$ cat config.mk
export PLATFORM = sky130hd
export DESIGN_NAME = player_bullet
export DESIGN_NICKNAME = d
export VERILOG_FILES = /design/src/rtl/player_bullet_pkg.sv /design/src/rtl/player_bullet_hit_test.sv /design/src/rtl/player_bullet.sv
export SDC_FILE = /design/constraint.sdc
export NUM_CORES = 1
export LEC_CHECK = 0
export CAP_MARGIN = 30
export CORE_ASPECT_RATIO = 0.7
export CORE_UTILIZATION = 45
export DETAILED_ROUTE_END_ITERATION = 10
export GPL_TIMING_DRIVEN = 1
export PLACE_DENSITY = 0.75
export SYNTH_ARGS = -nofsm -noshare
export SYNTH_HDL_FRONTEND = slang
export SYNTH_HIERARCHICAL = 1
export SYNTH_SLANG_ARGS = --single-unit
$ cat constraint.sdc
create_clock -name clk -period 10.4 [get_ports clk]
set_input_delay 3.12 -clock clk [delete_from_list [all_inputs] [get_ports clk]]
set_output_delay 3.12 -clock clk [all_outputs]
set_load 0.01 [all_outputs]
$ cat src/rtl/player_bullet_pkg.sv
// Shared playfield geometry, speeds and controller state codes for the player cannon/bullet logic.
package player_bullet_pkg;

    localparam int SCREEN_W     = 640;
    localparam int PLAYER_Y     = 440;
    localparam int PLAYER_W     = 26;
    localparam int STEP         = 4;
    localparam int BULLET_SPEED = 8;
    localparam int BULLET_H     = 8;
    localparam int INV_ROWS     = 4;
    localparam int INV_COLS     = 8;
    localparam int INV_W        = 24;
    localparam int INV_H        = 16;
    localparam int INV_XGAP     = 16;
    localparam int INV_YGAP     = 12;

    typedef logic [1:0] state_t;

    localparam state_t ST_IDLE = 2'd0;
    localparam state_t ST_FLY  = 2'd1;
    localparam state_t ST_SCAN = 2'd2;

endpackage

$ cat src/rtl/player_bullet_hit_test.sv
// Combinational bullet-versus-invader box compare for one formation index.
module invader_hit_test
    import player_bullet_pkg::*;
#(
    parameter int N_INV    = INV_ROWS * INV_COLS,
    parameter int COLS     = INV_COLS,
    parameter int BOX_W    = INV_W,
    parameter int BOX_H    = INV_H,
    parameter int XGAP     = INV_XGAP,
    parameter int YGAP     = INV_YGAP,
    parameter int SHOT_H   = BULLET_H
) (
    input  logic [9:0]                 formation_x,
    input  logic [9:0]                 formation_y,
    input  logic [$clog2(N_INV)-1:0]   k,
    input  logic [9:0]                 bullet_x,
    input  logic [9:0]                 bullet_y,
    input  logic                       alive_bit,
    output logic                       hit
);

    logic [10:0] row, col, ix, iy, bx, by;

    // Everything is widened to 11 bits so the box edges never wrap.
    always_comb begin
        row = 11'(k / COLS);
        col = 11'(k % COLS);
        ix  = {1'b0, formation_x} + col * 11'(BOX_W + XGAP);
        iy  = {1'b0, formation_y} + row * 11'(BOX_H + YGAP);
        bx  = {1'b0, bullet_x};
        by  = {1'b0, bullet_y};
        hit = alive_bit
            && (ix <= bx) && (bx < ix + 11'(BOX_W))
            && (by < iy + 11'(BOX_H))
            && (by + 11'(SHOT_H) > iy);
    end

endmodule

$ cat src/rtl/player_bullet.sv
// Cannon movement, single-bullet flight and sequential formation scan producing a one-cycle hit pulse.
module player_bullet
    import player_bullet_pkg::*;
#(
    parameter int SCREEN_W_P     = SCREEN_W,
    parameter int PLAYER_Y_P     = PLAYER_Y,
    parameter int PLAYER_W_P     = PLAYER_W,
    parameter int STEP_P         = STEP,
    parameter int BULLET_SPEED_P = BULLET_SPEED,
    parameter int BULLET_H_P     = BULLET_H,
    parameter int INV_ROWS_P     = INV_ROWS,
    parameter int INV_COLS_P     = INV_COLS,
    parameter int INV_W_P        = INV_W,
    parameter int INV_H_P        = INV_H,
    parameter int INV_XGAP_P     = INV_XGAP,
    parameter int INV_YGAP_P     = INV_YGAP
) (
    input  logic                                      clk,
    input  logic                                      rst,
    input  logic                                      tick,
    input  logic                                      left,
    input  logic                                      right,
    input  logic                                      shoot,
    input  logic [9:0]                                formation_x,
    input  logic [9:0]                                formation_y,
    input  logic [INV_ROWS_P*INV_COLS_P-1:0]          alive,
    output logic [9:0]                                player_x,
    output logic [9:0]                                bullet_x,
    output logic [9:0]                                bullet_y,
    output logic                                      bullet_active,
    output logic                                      invader_collision,
    output logic [$clog2(INV_ROWS_P*INV_COLS_P)-1:0]  hit_index
);

    localparam int N  = INV_ROWS_P * INV_COLS_P;
    localparam int KW = $clog2(N);

    localparam logic [9:0]    X_MAX    = 10'(SCREEN_W_P - PLAYER_W_P);
    localparam logic [9:0]    X_RESET  = 10'((SCREEN_W_P - PLAYER_W_P) / 2);
    localparam logic [9:0]    STEP_V   = 10'(STEP_P);
    localparam logic [9:0]    SPEED_V  = 10'(BULLET_SPEED_P);
    localparam logic [9:0]    MUZZLE_X = 10'(PLAYER_W_P / 2);
    localparam logic [9:0]    SPAWN_Y  = 10'(PLAYER_Y_P - BULLET_H_P);
    localparam logic [KW-1:0] K_LAST   = KW'(N - 1);

    state_t        state;
    logic          pending;
    logic          shoot_q;
    logic [KW-1:0] k;
    logic          hit;

    invader_hit_test #(
        .N_INV  (N),
        .COLS   (INV_COLS_P),
        .BOX_W  (INV_W_P),
        .BOX_H  (INV_H_P),
        .XGAP   (INV_XGAP_P),
        .YGAP   (INV_YGAP_P),
        .SHOT_H (BULLET_H_P)
    ) u_hit_test (
        .formation_x (formation_x),
        .formation_y (formation_y),
        .k           (k),
        .bullet_x    (bullet_x),
        .bullet_y    (bullet_y),
        .alive_bit   (alive[k]),
        .hit         (hit)
    );

    always_ff @(posedge clk) begin
        if (rst) begin
            player_x          <= X_RESET;
            bullet_x          <= '0;
            bullet_y          <= '0;
            bullet_active     <= 1'b0;
            invader_collision <= 1'b0;
            hit_index         <= '0;
            state             <= ST_IDLE;
            pending           <= 1'b0;
            shoot_q           <= 1'b0;
            k                 <= '0;
        end else begin
            shoot_q           <= shoot;
            invader_collision <= 1'b0;

            if (tick) begin
                if (left && !right)
                    player_x <= (player_x < STEP_V) ? '0 : player_x - STEP_V;
                else if (right && !left)
                    player_x <= (player_x > X_MAX - STEP_V) ? X_MAX : player_x + STEP_V;
            end

            case (state)
                ST_IDLE: begin
                    if (shoot && !shoot_q) begin
                        bullet_x      <= player_x + MUZZLE_X;
                        bullet_y      <= SPAWN_Y;
                        bullet_active <= 1'b1;
                        state         <= ST_FLY;
                    end
                end
                ST_FLY: begin
                    if (tick || pending) begin
                        pending <= 1'b0;
                        if (bullet_y < SPEED_V) begin
                            bullet_active <= 1'b0;
                            state         <= ST_IDLE;
                        end else begin
                            bullet_y <= bullet_y - SPEED_V;
                            k        <= '0;
                            state    <= ST_SCAN;
                        end
                    end
                end
                ST_SCAN: begin
                    // A tick landing mid-scan is remembered so the bullet still advances once the scan ends.
                    if (tick)
                        pending <= 1'b1;
                    if (hit) begin
                        invader_collision <= 1'b1;
                        hit_index         <= k;
                        bullet_active     <= 1'b0;
                        state             <= ST_IDLE;
                    end else if (k == K_LAST) begin
                        state <= ST_FLY;
                    end else begin
                        k <= k + 1'b1;
                    end
                end
                default: state <= ST_IDLE;
            endcase
        end
    end

endmodule

==> results.py <==
metrics = {
    "clock_tree": {
        "clock_path_buffers": 2,
        "htree_levels": 2,
        "cts_setup_buffers": 0,
        "tritoncts": "built",
        "cts-hold-fix-buffers": 0,
        "cts-root-buf": "clkbuf_16",
        "cts_resized": 0,
        "numCtsBuffers": 5,
        "clk_latency_ns": 0.28,
        "clkSinkCount": 43,
        "clk_pin_slew_ns": 0.06,
    },
    "floorplan": {
        "initial_core_util_pct": 46.6,
        "die_area_sq_um": 10500,
        "core-area_sq_um": 9760,
        "die_y_um": 86.1,
        "pin_count": 95,
        "rows": 30,
        "die_x_um": 122,
    },
    "worst_setup_path": {
        "r2r_end": "k[4]$_SDFFE_PP0P_",
        "worstPathRequired_ns": 10.55,
        "regToRegSetupSlack_ns": 5.08,
        "critical_path.max_fanout": 10,
        "critical_path_class": "primary input to flip-flop",
        "worst_setup_path_start_kind": "primary input",
        "endpoint_kind": "flip-flop",
        "r2r_start": "k[3]$_SDFFE_PP0P_",
        "critical_path_arrival_ns": 7.64,
        "r2r_cells": 19,
    },
    "sta": {
        "skew_ns": 0.00386,
        "slew_violations": 0,
        "max_slew_margin_pct": 45.0,
        "worst_slew_pin_slew_ns": 0.823,
        "min_period_over_period_pct": 72.1,
        "clock.fmax_mhz": 133,
        "rsz0062_at_grt": "no",
        "tns_ns": 0,
        "report.final.hold_viol_count": 0,
        "period_needed_ns": 7.50,
        "finalSetupViolCount": 0,
    },
    "placed_design": {
        "dp_cells": 754,
        "dp.final_hpwl_mm": 9.10,
        "gp_congestion": 0.905,
        "io_buffers": 91,
    },
    "logic_synthesis": {
        "synth_top_area_share_pct": 19.8,
        "synth_area_per_cell_sq_um": 8.19,
        "synth.distinct_cells": 73,
        "synth-seq-cells": 43,
        "yosys-top-cells-area": "ha_1 20%, dfxtp_1 19%, inv_1 4.0%, a21oi_1 3.6%, nand3_1 3.4%",
        "synth_top_area_cell": "ha_1",
        "synthArstFlopShare_pct": 0,
        "syn_inst": 555,
        "ys_warn_count": 6,
        "ys_seq_area_share_pct": 18.9,
        "ys.flop_type": "dfxtp_1",
        "netlist_area_sq_um": 4550,
        "synth_edf_count": 0,
    },
    "drt": {
        "viasPerCell": 5.65,
        "dr.first_iter.drc_count": 318,
        "firstDrtPassIters": 5,
        "post_drt_wl_per_cell_um": 15.0,
        "finalWirelength_mm": 11.4,
        "drtAntennaViolNets": 0,
        "vias": 4301,
        "drc": 0,
    },
    "finish": {
        "nNetsFinal": 765,
        "drive_gt1_share_pct": 5.37,
        "syn2layout_area_growth_pct": 24.6,
        "instances_no_fill": 761,
        "fillers": 884,
        "register_area_sq_um": 861,
        "multiInputGateArea_sq_um": 3390,
        "num_antenna_cells": 0,
    },
    "grt": {
        "grt_pass1_vias": 3924,
        "gr-total-overflow": 0,
        "grt_util_all_layers_pct": 22.2,
        "antenna_found_initial": 0,
        "grt_pass1_wl_mm": 18.9,
        "grt_max_degree": 50,
    },
    "run_status": {
        "status": "finished, final reports clean",
    },
    "worst_hold_path": {
        "min_path_type": "flip-flop to flip-flop",
        "whs_path_depth": 2,
        "holdPathEnd": "hit_index[0]$_SDFFE_PP0P_",
        "hold_path.startpoint": "hit_index[0]$_SDFFE_PP0P_",
    },
    "job": {
        "cap_viol_max_count": 0,
    },
    "pwr": {
        "leakage_uw": 0.00240,
        "peakVddDrop_mv": 0.0796,
        "powerDensity_nw_per_um2": 136,
    },
}
power by group:
group	switching [uW]	leakage [uW]	internal (uW)
clock network	60.5	0.0000727	93.7
logic	193	0.00198	184
registers	47.5	0.000351	190
state kept, by name (all words and copies together) (netlist names):
signal and count:
shoot_q 1, bullet_active 1, bullet_y 7, player_x 10, bullet_x 10, pending 1, state 2, hit_index 5
invader_collision 1, k 5
Yosys cell counts (4+ instances only):
cell type,n
nand3_1,31
o21bai_1,4
a211oi_1,17
nand4_1,9
nor2b_1,8
nand2_1,33
mux4_2,6
xor2_1,16
dfxtp_1,43
clkbuf_1,13
a211o_1,4
o211ai_1,5
o21ai_0,14
nor3b_1,5
mux2i_1,10
nand2b_1,8
inv_1,49
nor2_1,41
buf_2,9
a311oi_1,8
xnor2_1,17
a21o_1,15
ha_1,72
nand3b_1,5
a21oi_1,33
nor3_1,10
and3_1,4
placed cells by master (no fill, tap or decap), drive strengths merged, types with 3 or more instances in the layout:
cell type / Yosys / final
nor2: 41 / 41
or2: 3 / 3
and3: 5 / 5
nor2b: 8 / 8
a21o: 16 / 16
o2111ai: 3 / 3
o211ai: 5 / 5
inv: 49 / 49
o21ai: 16 / 16
a211o: 4 / 4
xor2: 16 / 16
dfxtp: 43 / 43
o21bai: 4 / 4
xnor2: 18 / 18
nand3b: 5 / 5
o31ai: 3 / 3
conb: 1 / 6
a211oi: 18 / 18
clkbuf: 13 / 6
nand2b: 8 / 8
o21a: 3 / 3
clkdlybuf4s50: 0 / 91
or3: 3 / 3
nand2: 33 / 33
nor4: 3 / 3
a31oi: 3 / 3
mux4: 6 / 6
a311oi: 8 / 8
a21oi: 33 / 33
mux2i: 10 / 10
nor3b: 5 / 5
ha: 72 / 72
nor3: 11 / 11
nand4: 9 / 9
nand3: 32 / 32
and2: 3 / 3
critical path: stages:
cell,delay (ns)
clkdlybuf4s50_1,0.41
ha_1,0.24
fa_1,0.42
a21o_1,0.21
a21oi_1,0.24
xnor2_1,0.27
nand3_1,0.22
xnor2_1,0.18
ha_1,0.27
o21ai_0,0.15
a31oi_1,0.05
o21ai_0,0.17
a211oi_1,0.11
nor4_2,0.70
nand2b_1,0.25
o21ai_0,0.09
nand3b_1,0.30
or2_2,0.18
a21oi_1,0.05
kinds of logic (layout without fill, tap and decap cells):
family / after synthesis / in the layout / synth area share, %
simple gates: 177 / 177 / 20.5
compound gates: 133 / 133 / 20.8
buf+inv: 76 / 149 / 6.93
fa+ha+maj: 74 / 74 / 20.7
flops: 43 / 43 / 18.9
xor+xnor: 34 / 34 / 6.71
mux: 17 / 17 / 5.42
other cells: 1 / 6 / 0.0825
layout make-up:
cell class | count | share of cell area (%)
Multi-Input combinational cell | 441 | 59.8
Timing Repair Buffer | 93 | 16.3
Sequential cell | 43 | 15.2
Inverter | 49 | 3.25
Tap cell | 128 | 2.83
Clock buffer | 6 | 2.45
Clock inverter | 1 | 0.0883
how the worst max path moves through the flow:
stage	start	end	slack [ns]	depth (start not counted)
after detailed placement	formation_y[2]	k[1]$_SDFFE_PP0P_	2.70	19
after CTS	formation_y[2]	k[4]$_SDFFE_PP0P_	2.96	19
after global placement	formation_y[2]	k[1]$_SDFFE_PP0P_	2.92	19
after global routing	formation_y[2]	k[2]$_SDFFE_PP0P_	2.59	19
after floorplan	formation_y[2]	k[1]$_SDFFE_PP0P_	3.70	18
final	formation_y[2]	k[4]$_SDFFE_PP0P_	2.90	19
through the flow:
step | setup WS (ns) | total power [uW] | area, sq um | hold slack, ns | utilization, %
final | 2.90 | 769 | 5670 | 0.461 | 58.1
after detailed placement | 2.70 | 614 | 5520 | 0.457 | 56.6
after global routing | 2.59 | 830 | 5670 | 0.487 | 58.1
after CTS | 2.96 | 768 | 5670 | 0.467 | 58.1
after floorplan | 3.70 | 482 | 4570 | 0.466 | -
after global placement | 2.92 | 598 | 5510 | 0.449 | 56.5
metal layers:
metal  vias to the layer above  global-route usage [%]  part of all wire (%)
li1                       2150                       -                     -
met1                      2001                    33.0                    51
met2                       137                    34.2                    42
met3                        13                    3.39                   5.7
met4                         0                    3.22                  0.68
met5                         -                       0                     0
(Power assumes the default switching activity.)
